--- config.mk ---
export PLATFORM = sky130hd
export DESIGN_NAME = bnd_ser_tx
export DESIGN_NICKNAME = d
export VERILOG_FILES = /design/src/rtl/bnd_ser_tx.sv
export SDC_FILE = /design/constraint.sdc
export NUM_CORES = 1
export LEC_CHECK = 0
export ABC_AREA = 1
export CORE_ASPECT_RATIO = 0.8
export CORE_MARGIN = 10
export CORE_UTILIZATION = 52
export DETAILED_ROUTE_END_ITERATION = 10
export PLACE_DENSITY = 0.88
export SETUP_SLACK_MARGIN = 0.05
export SKIP_CTS_REPAIR_TIMING = 1
export SLEW_MARGIN = 20
export SYNTH_ARGS = -nofsm -noshare
export SYNTH_HDL_FRONTEND = slang
export SYNTH_SLANG_ARGS = --single-unit
--- constraint.sdc ---
create_clock -name clk -period 1.97 [get_ports clk]
set_input_delay 0.2955 -clock clk [delete_from_list [all_inputs] [get_ports clk]]
set_output_delay 0.2955 -clock clk [all_outputs]
set_load 0.01 [all_outputs]
--- src/rtl/bnd_ser_tx.sv ---
// Serial transmitter: start bit (0), WIDTH data bits LSB first, stop bit (1).
// Each bit is held for DIV clocks. The line output comes from a flop, and ready/busy are decoded from the state register.
module bnd_ser_tx #(
    parameter int WIDTH = 8,
    parameter int DIV   = 4
) (
    input  logic             clk,
    input  logic             rst,
    input  logic [WIDTH-1:0] din,
    input  logic             valid,
    output logic             ready,
    output logic             x,
    output logic             busy
);

    localparam int DW = (DIV > 1) ? $clog2(DIV) : 1;
    localparam int BW = $clog2(WIDTH + 1);

    localparam logic [DW-1:0] DIV_LAST = DW'(DIV - 1);
    localparam logic [BW-1:0] BIT_LAST = BW'(WIDTH - 1);

    localparam logic [1:0] IDLE  = 2'd0;
    localparam logic [1:0] START = 2'd1;
    localparam logic [1:0] DATA  = 2'd2;
    localparam logic [1:0] STOP  = 2'd3;

    logic [1:0]       state_q, state_d;
    logic [DW-1:0]    div_q, div_d;
    logic [BW-1:0]    bit_q, bit_d;
    logic [WIDTH-1:0] sh_q, sh_d;
    logic             x_q, x_d;

    logic             div_last_s;
    logic [DW-1:0]    div_inc_s;
    logic [WIDTH-1:0] sh_shift_s;

    assign div_last_s = (div_q == DIV_LAST);
    assign div_inc_s  = div_last_s ? {DW{1'b0}} : div_q + DW'(1);
    assign sh_shift_s = sh_q >> 1;

    // Next-state logic. x_d always holds the level for the next state, so the line changes on the same edge as the state.
    always_comb begin
        state_d = state_q;
        div_d   = div_q;
        bit_d   = bit_q;
        sh_d    = sh_q;
        x_d     = x_q;
        case (state_q)
            IDLE: begin
                if (valid) begin
                    sh_d    = din;
                    bit_d   = {BW{1'b0}};
                    div_d   = {DW{1'b0}};
                    state_d = START;
                    x_d     = 1'b0;
                end else begin
                    x_d     = 1'b1;
                end
            end
            START: begin
                div_d = div_inc_s;
                if (div_last_s) begin
                    state_d = DATA;
                    x_d     = sh_q[0];
                end else begin
                    x_d     = 1'b0;
                end
            end
            DATA: begin
                div_d = div_inc_s;
                if (div_last_s) begin
                    sh_d  = sh_shift_s;
                    bit_d = bit_q + BW'(1);
                    if (bit_q == BIT_LAST) begin
                        state_d = STOP;
                        x_d     = 1'b1;
                    end else begin
                        x_d     = sh_shift_s[0];
                    end
                end else begin
                    x_d = sh_q[0];
                end
            end
            STOP: begin
                div_d = div_inc_s;
                x_d   = 1'b1;
                if (div_last_s) begin
                    state_d = IDLE;
                end else begin
                    state_d = STOP;
                end
            end
            default: begin
                state_d = IDLE;
                div_d   = {DW{1'b0}};
                bit_d   = {BW{1'b0}};
                sh_d    = {WIDTH{1'b0}};
                x_d     = 1'b1;
            end
        endcase
    end

    // State, counters, shift register and line flop. Reset forces an idle-high line.
    always_ff @(posedge clk or posedge rst) begin
        if (rst) begin
            state_q <= IDLE;
            div_q   <= {DW{1'b0}};
            bit_q   <= {BW{1'b0}};
            sh_q    <= {WIDTH{1'b0}};
            x_q     <= 1'b1;
        end else begin
            state_q <= state_d;
            div_q   <= div_d;
            bit_q   <= bit_d;
            sh_q    <= sh_d;
            x_q     <= x_d;
        end
    end

    assign x     = x_q;
    assign ready = (state_q == IDLE);
    assign busy  = (state_q != IDLE);

endmodule

* Word-level counts from Yosys, hierarchy flattened *
Index checks and enable logic that the tools add are counted.

storage, ports and cells
  bits in registers = 17
  input bits = 11
  word-level logic and storage cells = 42

operators by class
  $add $sub $neg = 2
  reductions and logical operators = 6
  mux-type cells = 20
  equal/unequal tests = 9

operators with widths
  operator                                                               number
  8-bit 2-to-1 mux                                                       2
  8-bit case mux with 2 select lines                                     1
  2-bit 2-to-1 mux                                                       7
  4-bit 2-to-1 mux                                                       2
  2-bit inequality test, second input constant                           4
  2-bit case mux with 4 select lines                                     1
  4-bit case mux with 2 select lines                                     1
  2-bit equality test, second input constant                             3
  4-bit by 1-bit adder with 4-bit output, second input constant          1
  4-bit by 3-bit equality test with 1-bit output, second input constant  1
  1-bit 2-to-1 mux                                                       4
  1-bit case mux with 4 select lines                                     1
  2-bit case mux with 2 select lines                                     1
  4-bit AND reduction                                                    1
  2-bit nonzero test                                                     2
  3-bit AND reduction                                                    1
  3-bit OR reduction                                                     1
  2-bit by 1-bit adder with 2-bit output, second input constant          1
  2-bit by 1-bit equality test with 1-bit output, second input constant  1
  2-bit logical NOT                                                      1

* Logic depth before layout (Yosys ltp) *
  depth in word-level cells = 4
  mapped depth = 8
  mapped depth without buffers = 6

* Worst setup path after synthesis *
No wires, ideal clock.

  path type = register to register
  from = reg div_q[0]
  to = reg bit_q[3]
  library setup time = 0.118 ns
  period minus slack after synthesis = 1.290 ns
  stages on the path, launching flop included = 8
  arrival time = 1.172 ns
  path slack = 0.680 ns
  cell sequence = dfrtp_1 -> ha_1 -> clkbuf_2 -> nand3_4 -> nand2_4 -> buf_12 -> nand4_1 -> nand2_1

between the ends
  longest elaborated chain between the ends = 3

RTL lines
  element                                 RTL line  text
  start, declared                         28        logic [DW-1:0] div_q, div_d;
  start signal, assigned                  107       div_q <= {DW{1'b0}};
  start signal, assigned                  113       div_q <= div_d;
  2-bit equality test                     37        assign div_last_s = (div_q == DIV_LAST);
  2-bit inequality test (no source line)  -
  3-bit AND reduction (no source line)    -
  end signal, assigned                    108       bit_q <= {BW{1'b0}};
  end signal, assigned                    114       bit_q <= bit_d;
  end, declared                           29        logic [BW-1:0] bit_q, bit_d;

Every way passes these cells.
A chain may end at the register's enable or synchronous reset.

* Worst setup path after layout *
  from = reg state_q[0]
  to = out busy

between the ends
  longest elaborated chain between the ends = 1

RTL lines
  element                 RTL line  text
  start, declared         27        logic [1:0] state_q, state_d;
  start signal, assigned  112       state_q <= state_d;
  2-bit nonzero test      122       assign busy = (state_q != IDLE);
  end, declared           13        output logic busy

Every way passes these cells.

==> results.toml <==
[sta]
drv_slew = 0
skew_ns = 0.0109
rsz0062_at_grt = "no"
tightest_slew_ns = 0.644
finalCritPeriodShare_pct = 93.0
clock.fmax_mhz = 546
hold_viol = 0
finalCriticalPeriod_ns = 1.83
setup_viol_count_final = 0
maxSlewHeadroom_pct = 57.0
finalSetupTns_ns = 0

[yosys]
synth_seq_cells = 17
netlist_area_um2 = 958
synth_top_area_share_pct = 41.8
yosys-top-cells-area = "dfrtp_1 42%, nand2_1 11%, o21ai_2 6.4%, nand3_1 6.3%, inv_1 5.1%"
synth-main-ff-cell = "dfrtp_1"
yosys_warnings = 0
yosysSeqAreaShare_pct = 44.5
synth_nets = 123
ys_types = 25
async_reset_ff_share_pct = 100
synth_top_cell_by_area = "dfrtp_1"
syn_inst = 110
synth_edf_count = 0
synth.avg_cell_area_um2 = 8.71

[global_route]
grt_antenna_before_repair = 0
met2_usage_pct = 17.2
overflow = 0
grt_pass1_wl_um = 3480
track_usage_pct = 10.9
grt_start_max_net_pins = 19
grt-busiest-layer = "met2"
grt_pass1_vias = 800
grt_use_met1_pct = 13.2
grt_util_met3_pct = 5.48

[setup_path]
crit_family = "buffers and inverters"
rr_endpoint = "bit_q[2]"
endpoint_kind = "output port"
cp.required_ns = 1.67
slowest_delay_ns = 0.56
cp.arrival_ns = 1.54
path_cells = "inv_2 -> nand2_1 -> clkdlybuf4s50_1"
worst-path-buf-inv = 2
start_kind = "flip-flop"
crit_type = "flip-flop to output port"
critPathMaxFanout = 9
r2r_setup_slack_ns = 0.48
worstRegToRegCells = 5
r2r-start = "div_q[0]"
cp_slowest_cell = "clkdlybuf4s50_1"
cp.depth = 3

[layout]
nNetsFinal = 139
multiInputGateArea_um2 = 434
regArea_um2 = 429
flow.area_growth_from_synthesis_pct = 16.8
num_antenna_cells = 0
stdcell_count = 147
nFillCells = 143
final_util_pct = 66.2
layout-drive-gt1-share_pct = 20.0

[cts]
clkTransAtPathRegs_ns = 0.11
cts_tree = "done"
htree_levels = 1
root_buffer = "clkbuf_4"
clockBufferDepth = 2
cts_sinks = 17
clk_latency_ns = 0.30
cts_made_buffers = 3

[placement]
numPortBuffers = 13
placed_cells = 141
gp_congestion = 0.806
dp_hpwl_um = 1450

[floorplanning]
dieArea_um2 = 3970
start_util_pct = 56.7
rows = 13
ios = 14
die_h_um = 58.4
die_width_um = 68
core-area_um2 = 1690

[route]
vias = 777
wl_per_cell_um = 13.6
via_per_inst = 5.29
drt-total-wl_um = 2000
drtIter0Drc = 49
first_pass_iters = 4
drc = 0
drt.antenna.violating_nets = 0

[power_and_ir_drop]
ir_drop_mv = 0.915
p_leak_nw = 0.539
powerDensity_nw_per_um2 = 1450

[min_path]
worstHoldPathType = "primary input to asynchronous set/reset pin"

[status]
status = "finished clean"

[job]
cap_violations = 0
==> logic make-up after synthesis <==
family | Yosys count | share of synthesized area [%]
and+or+nand+nor | 50 | 26.5
AOI/OAI and AO/OA | 20 | 13.8
buffers and inverters | 19 | 10.2
DFF | 17 | 44.5
adders and majority gates | 2 | 2.61
xor gates and xnor gates | 1 | 0.914
muxes | 1 | 1.44
==> registers in the layout, summed over array words and instances, names as in the netlist <==
register,cells
x,1
sh_q,8
state_q,2
div_q,2
bit_q,4
==> cell usage in the layout (no fill, tap or decap) <==
cell,n
a21oi_1,2
a22o_1,1
buf_4,2
clkbuf_4,3
clkdlybuf4s50_1,13
clkinv_2,1
dfrtp_1,14
dfrtp_2,2
dfstp_2,1
ha_1,2
inv_1,13
inv_2,2
mux2i_2,1
nand2_1,27
nand2_2,1
nand2_4,2
nand3_1,12
nand3_4,1
nand4_1,4
nor2_1,1
nor2_4,1
o21ai_0,9
o21ai_2,7
o31ai_1,1
or2_2,1
xor2_1,1
==> worst max-delay path by stage <==
| stage | endpoint | from | slack (ns) |
|---|---|---|---|
| floorplan | bit_q[3] | div_q[0] | 0.68 |
| global placement | busy | state_q[1] | 0.42 |
| detailed placement | busy | state_q[1] | 0.35 |
| CTS | busy | state_q[1] | 0.02 |
| global route | busy | state_q[0] | 0.06 |
| finish | busy | state_q[0] | 0.14 |
==> per-layer routing <==
metal | share of wire, % | wire length [um]
met1 | 44 | 871
met2 | 47 | 935
met3 | 8.3 | 166
met4 | 1.3 | 26
met5 | 0 | 0
==> cells in the mapped netlist, drive strengths merged (2+ instances only) <==
cell type	n
ha	2
o21ai	16
dfrtp	16
buf	3
inv	15
nor2	2
nand3	13
a21oi	2
nand2	30
nand4	4
==> final cells by class <==
type                            instances  share of cell area, %
Inverter                               15                   5.03
Multi-Input combinational cell         74                   38.8
Timing Repair Buffer                   15                   13.0
Clock inverter                          1                  0.447
Clock buffer                            3                   2.01
Tap cell                               22                   2.46
Sequential cell                        17                   38.3
==> per-stage QoR <==
stage               power, W  instance area, um2  setup WS (ns)  hold WS, ns
floorplan            0.00124                 958          0.680        0.221
global placement     0.00135                1070          0.419        0.492
detailed placement   0.00140                1070          0.354        0.510
CTS                  0.00159                1100         0.0214        0.398
global route         0.00177                1120         0.0593        0.439
finish               0.00163                1120          0.138        0.371
==> where the power goes <==
part	switching (W)	internal, W	leakage, nW	total (W)
Clock	0.000115	0.0000757	0.0177	0.000190
Combinational	0.000484	0.000338	0.309	0.000822
Sequential	0.000110	0.000506	0.212	0.000615
Note: power is estimated with default switching activity, not from simulation.
